===== config.mk =====
export PLATFORM = sky130hd
export DESIGN_NAME = fpu_conv_d2h_pipe_flat
export DESIGN_NICKNAME = d
export VERILOG_FILES = /design/src/rtl/fpu_conv_d2h_pipe_if.sv /design/src/rtl/fpu_conv_d2h_pipe.sv /design/src/flat_wrapper.sv
export SDC_FILE = /design/constraint.sdc
export NUM_CORES = 1
export LEC_CHECK = 0
export BUFFER_PORTS_ARGS = -buffer_cell sky130_fd_sc_hd__buf_2
export CAP_MARGIN = 20
export CELL_PAD_IN_SITES_DETAIL_PLACEMENT = 0
export CELL_PAD_IN_SITES_GLOBAL_PLACEMENT = 1
export CORE_MARGIN = 5
export CORE_UTILIZATION = 34
export DETAILED_ROUTE_END_ITERATION = 8
export PLACE_DENSITY = 0.89
export SETUP_SLACK_MARGIN = 0.3
export SLEW_MARGIN = 20
export SYNTH_ARGS = -nofsm -noshare
export SYNTH_HDL_FRONTEND = slang
export SYNTH_SLANG_ARGS = --single-unit

===== constraint.sdc =====
create_clock -name clock -period 2.91 [get_ports clock]
set_input_delay 0.4365 -clock clock [delete_from_list [all_inputs] [get_ports clock]]
set_output_delay 0.4365 -clock clock [all_outputs]
set_load 0.01 [all_outputs]

===== src/rtl/fpu_conv_d2h_pipe_if.sv =====
// fpu_conv_d2h_pipe_if
// Bundles the handshake and data signals of the double-to-half converter.
//   hold      : pipeline-wide stall
//   iValid    : source operand valid
//   regValFRm : Binary64 source operand
//   rndMode   : 0 = round-to-nearest-even, 1 = truncate toward zero
//   oValid    : result valid
//   regValFRn : Binary16 result
//   oFlags    : {inexact, underflow, overflow}
// master = producer of operands / consumer of results, slave = the converter.
interface fpu_conv_d2h_pipe_if;
  logic        hold;
  logic        iValid;
  logic [63:0] regValFRm;
  logic        rndMode;
  logic        oValid;
  logic [15:0] regValFRn;
  logic [2:0]  oFlags;

  modport master (
    output hold, iValid, regValFRm, rndMode,
    input  oValid, regValFRn, oFlags
  );

  modport slave (
    input  hold, iValid, regValFRm, rndMode,
    output oValid, regValFRn, oFlags
  );
endinterface


===== src/rtl/fpu_conv_d2h_pipe.sv =====
// fpu_conv_d2h_pipe
// Two-stage Binary64 -> Binary16 converter.
// Stage 1 unpacks and classifies the operand; stage 2 rounds and packs.
// Results whose magnitude falls below the half normal range flush to zero.
// Ports:
//   clock : core clock, rising edge
//   reset : synchronous active-high reset (wins over hold)
//   bus   : fpu_conv_d2h_pipe_if.slave (hold, iValid, regValFRm, rndMode,
//           oValid, regValFRn, oFlags)
module fpu_conv_d2h_pipe (
  input  logic                  clock,
  input  logic                  reset,
  fpu_conv_d2h_pipe_if.slave    bus
);

  typedef enum logic [2:0] {
    CLS_ZERO  = 3'd0,
    CLS_INF   = 3'd1,
    CLS_NAN   = 3'd2,
    CLS_FLUSH = 3'd3,
    CLS_BIG   = 3'd4,
    CLS_NORM  = 3'd5
  } cls_e;

  // Double exponents 1..1008 are below the half normal range and
  // 1039 and above are beyond it.
  function automatic cls_e classify(input logic [10:0] e, input logic [51:0] m);
    cls_e c;
    if (e == 11'd0) begin
      c = CLS_ZERO;
    end else if (e == 11'h7FF) begin
      c = (m == 52'd0) ? CLS_INF : CLS_NAN;
    end else if (e <= 11'd1008) begin
      c = CLS_FLUSH;
    end else if (e >= 11'd1039) begin
      c = CLS_BIG;
    end else begin
      c = CLS_NORM;
    end
    return c;
  endfunction

  // Stage 1 unpack
  logic [10:0] in_exp_s;
  logic [51:0] in_man_s;
  logic [4:0]  in_eh_s;

  assign in_exp_s = bus.regValFRm[62:52];
  assign in_man_s = bus.regValFRm[51:0];
  // e - 1008 modulo 32: 1008 = 31*32 + 16, so only the low five bits matter.
  assign in_eh_s  = in_exp_s[4:0] - 5'd16;

  logic        s1_valid_r;
  logic        s1_sign_r;
  cls_e        s1_cls_r;
  logic [4:0]  s1_eh_r;
  logic [9:0]  s1_mh_r;
  logic        s1_lsb_r;
  logic        s1_guard_r;
  logic        s1_sticky_r;
  logic        s1_rnd_r;
  logic        s1_nz_r;

  // Stage 1 register: capture the classified operand when not stalled.
  always_ff @(posedge clock) begin
    if (reset) begin
      s1_valid_r  <= 1'b0;
      s1_sign_r   <= 1'b0;
      s1_cls_r    <= CLS_ZERO;
      s1_eh_r     <= 5'd0;
      s1_mh_r     <= 10'd0;
      s1_lsb_r    <= 1'b0;
      s1_guard_r  <= 1'b0;
      s1_sticky_r <= 1'b0;
      s1_rnd_r    <= 1'b0;
      s1_nz_r     <= 1'b0;
    end else if (!bus.hold) begin
      s1_valid_r  <= bus.iValid;
      s1_sign_r   <= bus.regValFRm[63];
      s1_cls_r    <= classify(in_exp_s, in_man_s);
      s1_eh_r     <= in_eh_s;
      s1_mh_r     <= in_man_s[51:42];
      s1_lsb_r    <= in_man_s[42];
      s1_guard_r  <= in_man_s[41];
      s1_sticky_r <= |in_man_s[40:0];
      s1_rnd_r    <= bus.rndMode;
      s1_nz_r     <= |in_man_s;
    end else begin
      s1_valid_r  <= s1_valid_r;
    end
  end

  // Stage 2 round: a mantissa carry ripples naturally into the exponent field.
  logic        inc_s;
  logic [14:0] sum_s;
  logic        inexact_s;

  assign inc_s     = ~s1_rnd_r & s1_guard_r & (s1_sticky_r | s1_lsb_r);
  assign sum_s     = {s1_eh_r, s1_mh_r} + {14'd0, inc_s};
  assign inexact_s = s1_guard_r | s1_sticky_r;

  logic [15:0] res_s;
  logic [2:0]  flags_s;

  // Stage 2 pack: select result and flags by operand class.
  always_comb begin
    res_s   = 16'h0000;
    flags_s = 3'b000;
    case (s1_cls_r)
      CLS_NORM: begin
        if (sum_s[14:10] == 5'h1F) begin
          res_s   = {s1_sign_r, 5'h1F, 10'h000};
          flags_s = {inexact_s, 1'b0, 1'b1};
        end else begin
          res_s   = {s1_sign_r, sum_s};
          flags_s = {inexact_s, 1'b0, 1'b0};
        end
      end
      CLS_BIG: begin
        res_s   = {s1_sign_r, (s1_rnd_r ? 15'h7BFF : 15'h7C00)};
        flags_s = 3'b101;
      end
      CLS_FLUSH: begin
        res_s   = {s1_sign_r, 15'h0000};
        flags_s = 3'b110;
      end
      CLS_ZERO: begin
        res_s   = {s1_sign_r, 15'h0000};
        flags_s = s1_nz_r ? 3'b110 : 3'b000;
      end
      CLS_INF: begin
        res_s   = {s1_sign_r, 15'h7C00};
        flags_s = 3'b000;
      end
      CLS_NAN: begin
        // Quiet the NaN and keep the upper payload bits.
        res_s   = {s1_sign_r, 5'h1F, 1'b1, s1_mh_r[8:0]};
        flags_s = 3'b000;
      end
      default: begin
        res_s   = 16'h0000;
        flags_s = 3'b000;
      end
    endcase
  end

  logic        out_valid_r;
  logic [15:0] out_res_r;
  logic [2:0]  out_flags_r;

  // Stage 2 register: publish the packed result when not stalled.
  always_ff @(posedge clock) begin
    if (reset) begin
      out_valid_r <= 1'b0;
      out_res_r   <= 16'h0000;
      out_flags_r <= 3'b000;
    end else if (!bus.hold) begin
      out_valid_r <= s1_valid_r;
      out_res_r   <= res_s;
      out_flags_r <= flags_s;
    end else begin
      out_valid_r <= out_valid_r;
    end
  end

  assign bus.oValid    = out_valid_r;
  assign bus.regValFRn = out_res_r;
  assign bus.oFlags    = out_flags_r;

endmodule


===== src/flat_wrapper.sv =====
// flat-port wrapper written by rule: the top's interface ports become plain ports
module fpu_conv_d2h_pipe_flat 
  (clock, reset, bus_hold, bus_iValid, bus_regValFRm, bus_rndMode, bus_oValid, bus_regValFRn, bus_oFlags);
  fpu_conv_d2h_pipe_if bus_i ();
  input  logic clock;
  input  logic reset;
  input wire logic [$bits(bus_i.hold)-1:0] bus_hold;
  input wire logic [$bits(bus_i.iValid)-1:0] bus_iValid;
  input wire logic [$bits(bus_i.regValFRm)-1:0] bus_regValFRm;
  input wire logic [$bits(bus_i.rndMode)-1:0] bus_rndMode;
  output wire logic [$bits(bus_i.oValid)-1:0] bus_oValid;
  output wire logic [$bits(bus_i.regValFRn)-1:0] bus_regValFRn;
  output wire logic [$bits(bus_i.oFlags)-1:0] bus_oFlags;
  assign bus_i.hold = bus_hold;
  assign bus_i.iValid = bus_iValid;
  assign bus_i.regValFRm = bus_regValFRm;
  assign bus_i.rndMode = bus_rndMode;
  assign bus_oValid = bus_i.oValid;
  assign bus_regValFRn = bus_i.regValFRn;
  assign bus_oFlags = bus_i.oFlags;
  fpu_conv_d2h_pipe u_core (.clock(clock), .reset(reset), .bus(bus_i));
endmodule

==> summary.md, run 1 <==
| Metric | Value |
|---|---|
| Startpoint Class | flop |
| Clk slew on worst S/H paths | ~90 ps |
| Register area share after synthesis | between 30% and 40% |
| # DRC | 0 |
| Htree depth | 2 |
| Drt first-iter violations | 149 |
| CORE AREA | between 0.006 and 0.007 mm^2 |
| CTS tree | yes |
| Hold_sp | bus_regValFRm[63] |
| HP Class | in2reg |
| Max Transition Viols Final | 0 |
| Syn avg cell area | 8.07 um^2 |
| Yosys cell types | 41 |
| Worst EP required | between 3000 and 4000 ps |
| Most frequent cells in the layout | buf_2, dfxtp_1, nor2_1 |
| Syn_nets | approximately 350 |
| Reg2Reg Setup Slack | between 500 and 600 ps |
| Post-CTS resize count | 0 |
| Main flop type after synthesis | dfxtp_1 |
| Hpwl dp | between 5000 and 6000 um |
| EDFF count, synth | 0 |
| Ant diodes | 0 |
| Routed Antenna Nets | 0 |
| Drt total wl | ~6500 um |
| Clock buffer depth | 2 |
| Clock root cell | clkbuf_8 |
| Total grt overflow | 0 |
| Pin count of the biggest net entering global routing | slightly above 40 |
| Postcts setup bufs | 0 |
| Synth Cell Area | 0.00227 mm^2 |
| Reg2reg path depth | 9 |
| Final Setup Violations | 0 |
| # hold bufs at CTS | 0 |
| Fin crit share | about four fifths |
| Vias in the first global route | 2239 |
| Max-cap violations | 0 |
| Hold Vio Cnt, Final | 0 |
| Synth Instances | ~280 |
| Hold EP | u_core.s1_sign_r |
| Commonest non-fill, non-tap cell in the layout | buf_2 |
| Clock Skew | between 5 and 6 ps |
| Global-route wire length before repair | between 10000 and 15000 um |
| Crit path max fanout | 9 |
| Final Critical Period | ~2300 ps |
| Slew @ Worst Pin | 721 ps |
| WP data arrival | 2570 ps |
| Final cell utilization of the core | between 40% and 50% |
| Routed len/inst | 14.6 um |
| LEAKAGE | 1.25 nW |
| # port buffers | roughly 90 |
| Starting Density | 35.4% |
| Die Height | 91.8 um |
| Max Freq | 427 MHz |
| Kind of critical path | reg2reg |
| CP Capture Type | flop |
| Ports | 89 |
| CTS Buf Count | 5 |
| Worst skew pair latency | around 300 ps |
| Post-synth ARST share | 0% |
| Top post-synthesis cells by area | dfxtp_1, mux2i_1, a21oi_1 |
| Worst R2R Start | u_core.s1_mh_r[0] |
| Area growth, synth to finish | 27.8% |
| Die area | approximately 0.0084 mm^2 |
| Pwr/cell area | between 400 and 500 mW/mm^2 |
| Via/cell ratio | between 5 and 6 |
| Synth warn | 0 |
| Die W | approximately 92 um |
| FF+latch count, synth | 44 |
| Final nets | 435 |
| Status | complete, no violations |
| Top cell type's share of synthesized area | approximately two fifths |
| Layout cells sized above 1 | between 20% and 30% |
| VDD IR-drop max | between 0.0002 and 0.00025 V |
| Vias | 2310 |
| Router iterations before antenna repair | 4 |
| Hold path cells | 3 |
| Max_slew headroom | roughly 52% |
| Clock sinks | 44 |
| Top cell type by total area after synthesis | dfxtp_1 |
| Unrepaired setup endpoints after global routing | false |
| Placer Congestion | around 0.86 |
| Global router's overall resource usage | ~15% |
| Initial antenna violation count | 0 |
| Reg-to-reg endpoint | u_core.bus.regValFRn[7] |
| Post-Route Setup TNS | 0 ps |
| Std cell rows | 29 |
[cells by family (layout without fill, tap and decap cells)]
logic type | Yosys count | count (layout) | share of synthesized area, %
xor+xnor | 12 | 12 | 4.62
simple gates | 121 | 121 | 26.8
fa+ha+maj | 2 | 2 | 1.10
buf+inv | 21 | 104 | 3.52
flops | 44 | 44 | 38.7
compound gates | 63 | 63 | 16.8
mux | 19 | 19 | 8.36
[cells in the mapped netlist, types with 2 or more instances]
library cell / count
nor3b_1: 5
nand2_1: 28
o21ai_0: 7
nor3_1: 6
or4_1: 2
o211ai_1: 2
inv_1: 6
a211oi_1: 2
dfxtp_1: 44
nand3_1: 7
nand2b_1: 2
nand4_1: 4
o22ai_1: 8
nor4_1: 16
or3_1: 2
and3_1: 3
nor2_1: 39
buf_1: 4
o21ai_1: 2
xor2_1: 4
ha_1: 2
xnor2_1: 8
a21oi_1: 31
mux2i_1: 19
o31a_1: 3
nor2b_1: 2
clkbuf_1: 10
[power breakdown]
group          total, mW  internal, mW  leakage [nW]  switching, mW
Combinational      0.185        0.0896         0.831         0.0950
Clock              0.487         0.259        0.0548          0.228
Sequential         0.670         0.633         0.361         0.0376
[worst max-delay path, cell delays in order, from the launching register on]
cell and delay [ps]:
dfxtp_1 390, nor2_1 60, nor3b_1 180, ha_1 230, ha_1 230, nand3_2 180, o31a_1 340, o221ai_4 230
nand4_4 190, o22ai_1 220
[layer usage]
metal / GRT usage, % / routed length, um / up-vias
li1: - / - / 1187
met1: 20.2 / 3040 / 1050
met5: 0 / 0 / -
met3: 4.01 / 352 / 8
met2: 24.5 / 2990 / 65
met4: 4.33 / 89 / 0
[layout make-up]
cell class,count,area (um^2)
fill,659,3520
timing repair buffer,90,455
sequential,44,881
tap,77,96.3
clock inverter,3,46.3
multi-input combinational,217,1340
clock buffer,5,68.8
inverter,6,22.5
[per-stage QoR]
step | worst slack, ps | power [mW] | hold WS, ps | std cells | area (um^2)
final | 566 | 1.34 | 358 | 442 | 2910
after global routing | 312 | 1.41 | 387 | 442 | 2910
after CTS | 464 | 1.35 | 355 | 442 | 2880
after detailed placement | 506 | 0.867 | 443 | 434 | 2770
after global placement | 614 | 0.864 | 443 | 434 | 2770
after floorplan | 813 | 0.779 | 454 | 282 | 2270
[worst max-delay path by stage]
stage,startpoint,to,depth (start not counted)
floorplan,u_core.s1_mh_r[0],u_core.bus.regValFRn[2],9
global placement,u_core.s1_mh_r[0],u_core.bus.regValFRn[2],9
detailed placement,u_core.s1_mh_r[0],u_core.bus.regValFRn[4],9
CTS,u_core.s1_mh_r[0],u_core.bus.regValFRn[4],9
global route,u_core.s1_mh_r[0],u_core.bus.regValFRn[4],9
finish,u_core.s1_mh_r[0],u_core.bus.regValFRn[7],9
[flip-flops by register name, summed over array words and instances, names as in the netlist, 3 cells and up]
name	cells
u_core.bus.oFlags	3
u_core.bus.regValFRn	16
u_core.s1_cls_r	3
u_core.s1_eh_r	5
u_core.s1_mh_r	10
No activity file was read; power rests on OpenSTA's default activity.
==> run 2: changes to the inputs <==
CORE_UTILIZATION = 31   (was 34)
PLACE_DENSITY = 0.86   (was 0.89)
clock period = 1.9 ns   (was 2.91 ns; I/O delays follow)
==> run 2 against run 1 <==
The flow now finishes with violations (setup timing). Wire length grew 16%. Critical path depth is the same. Clock power grew 28%. Worst setup slack lost 830 ps. Via count grew 8.1%. Flip-flop and latch count is the same. Final area grew 12%. Count of clock-buffer cells in the layout grew 2. Highest routed layer unchanged.
==> summary.md, run 2 (synthesis results as in run 1) <==
| Metric | Value |
|---|---|
| Status | finished with violations |
| Failing checks | setup timing |
| Global-route wire length before repair | 11700 um (+9.3%) |
| Met3 Usage GRT | 3.55% (-0.46 points) |
| Starting Density | 31.5% (-3.9 points) |
| Final cell utilization of the core | 45.2% (about the same) |
| Tot Pwr | 1.99 mW (+48%) |
| Post-DP Area | 0.00301 mm^2 (+8.8%) |
| Max-cap violations | 0 (unchanged) |
| Worst R2R Start | u_core.s1_sticky_r |
| Die Height | 95.7 um (+4.2%) |
| Commonest non-fill, non-tap cell in the layout | buf_2 |
| Worst skew pair latency | 310 ps (about the same) |
| Die area | 0.00915 mm^2 (+8.6%) |
| CORE AREA | 0.00721 mm^2 (+12%) |
| Worst EP required | 2130 ps (-1010 ps) |
| Hpwl dp | 5540 um (+10%) |
| Hold EP | u_core.bus.oFlags[1] |
| Hold_sp | reset |
| VDD IR-drop max | 0.000331 V (+65%) |
| Critical path buffer and inverter count | 0 (unchanged) |
| Multi-input logic area | 0.00145 mm^2 (+8.3%) |
| Reg-to-reg endpoint | u_core.bus.regValFRn[7] |
| Htree depth | 2 (unchanged) |
| CP max stage cell | dfxtp_2 |
| Slew @ Worst Pin | 586 ps (-135 ps) |
| Clock Skew | 13.6 ps (+7.71 ps) |
| Max reg flops | 16 (unchanged) |
| CTS tree | yes |
| WP data arrival | 2400 ps (-170 ps) |
| HP Class | in2reg |
| Clock buffer depth | 2 (unchanged) |
| Ant diodes | 0 (unchanged) |
| Initial antenna violation count | 0 (unchanged) |
| Std cell rows | 31 (+6.9%) |
| Hold Vio Cnt, Final | 0 (unchanged) |
| Fin crit share | 114% (+34 points) |
| Finished Cell Area | 0.00326 mm^2 (+12%) |
| Hold path cells | 2 (-1) |
| Global router's overall resource usage | 16.2% (+0.97 points) |
| Clock sinks | 44 (unchanged) |
| Routed Antenna Nets | 0 (unchanged) |
| Layout cells sized above 1 | 36.9% (+8.4 points) |
| Final nets | 466 (+7.1%) |
| Die W | 95.7 um (+4.2%) |
| Area growth, synth to finish | 43.5% |
| Unrepaired setup endpoints after global routing | true |
| Total area of sequential cells | 883 um^2 (+0.28%) |
| Drt first-iter violations | 200 (+34%) |
| Pwr/cell area | 608 mW/mm^2 (+32%) |
| Critical Path Stages | 9 (unchanged) |
| Fillers | 740 (+12%) |
| Final Setup Violations | 14 (+14) |
| Drt total wl | 7490 um (+16%) |
| CTS Buf Count | 5 (unchanged) |
| Reg2reg path depth | 9 (unchanged) |
| LEAKAGE | 1.40 nW (+12%) |
| Total grt overflow | 0 (unchanged) |
| Vias in the first global route | 2386 (+6.6%) |
| Gr busiest metal | met2 |
| # DRC | 0 (unchanged) |
| Max Transition Viols Final | 0 (unchanged) |
| Router iterations before antenna repair | 4 (unchanged) |
| Final WS setup | -268 ps (-834 ps) |
| Kind of critical path | reg2reg |
| Max_slew headroom | 60.9% (+8.9 points) |
| Placer Congestion | 0.865 (+0.93%) |
| CP Capture Type | flop |
| GR Layer Usage met2 | 26.8% (+2.3 points) |
| Vias | 2496 (+8.1%) |
| Pin count of the biggest net entering global routing | 36 (-12%) |
| Ports | 89 (unchanged) |
| Met1 Resource Use GR | 21.1% (+0.87 points) |
| Startpoint Class | flop |
| Max Freq | 461 MHz (+8.1%) |
| Reg2Reg Setup Slack | -270 ps (-830 ps) |
| CP cell instances | nor2_2 -> nor3b_2 -> ha_2 -> ha_4 -> nand3_4 -> o31a_1 -> o221ai_4 -> nand4_4 -> o22ai_1 |
| # port buffers | 88 (unchanged) |
| Fin Hold WS | 202 ps (-156 ps) |
| Final Critical Period | 2170 ps (-176 ps) |
| Crit path max fanout | 5 (-4) |
| Most frequent cells in the layout | buf_2, dfxtp_1, nor2_1 |
| Clk slew on worst S/H paths | 90 ps (about the same) |
| Clock root cell | clkbuf_8 |
| Via/cell ratio | 5.04 (-3.5%) |
| Routed len/inst | 15.1 um (+3.5%) |
| Crit path max-delay family | compound AO/OA/AOI/OAI gates |
| Crit path largest cell delay | 340 ps (-50 ps) |
run 2: changes by cell type in the layout (fill, tap and decap cells not counted), sizes merged:
cell    delta
nand4      +1
clkbuf     +2
bufinv     -1
inv        -1
buf       +30
run 2: what timing repair did:
item                       in CTS  in global routing
buffers inserted                3                  4
hold buffers                    0                  0
setup endpoints to repair      16                 16
pin swaps                       9                 11
gates cloned                    1                  0
gates resized for setup        13                  5
run 2: metrics by stage:
step	setup WS [ps]	std cells	setup TNS (ps)
2_1_floorplan	-88.0	282	-639
3_3_place_gp	-140	479	-1320
3_5_place_dp	-173	479	-1740
4_1_cts	-146	491	-1530
5_1_grt	-362	495	-4590
6_report	-268	495	-3200
run 2: power by group:
group | leakage [nW] | total, mW | switching, mW | internal [mW]
logic | 0.995 | 0.344 | 0.178 | 0.166
clock network | 0.0445 | 0.623 | 0.327 | 0.296
registers | 0.362 | 1.02 | 0.0489 | 0.970
run 2: cell type report:
cell class | instances | share of cell area [%]
clock inverters | 1 | 0.230
well taps | 99 | 3.80
inverters | 6 | 0.690
multi-input cells | 218 | 44.4
flip-flops and latches | 44 | 27.1
repair buffers | 120 | 21.2
clock buffers | 7 | 2.65
run 2: worst max path at each step:
| stage | startpoint | end | slack, ps |
|---|---|---|---|
| floorplan | u_core.s1_mh_r[0] | u_core.bus.regValFRn[2] | -90 |
| global placement | u_core.s1_sticky_r | u_core.bus.regValFRn[2] | -140 |
| detailed placement | u_core.s1_sticky_r | u_core.bus.regValFRn[7] | -170 |
| CTS | u_core.s1_sticky_r | u_core.bus.regValFRn[6] | -150 |
| global route | u_core.s1_mh_r[0] | u_core.bus.regValFRn[9] | -360 |
| finish | u_core.s1_sticky_r | u_core.bus.regValFRn[7] | -270 |
run 2: layer usage:
| metal | vias to the layer above | part of all wire, % |
|---|---|---|
| met5 | - | 0 |
| met4 | 0 | 1.3 |
| met3 | 11 | 5.6 |
| met2 | 74 | 49 |
| met1 | 1163 | 44 |
| li1 | 1248 | - |
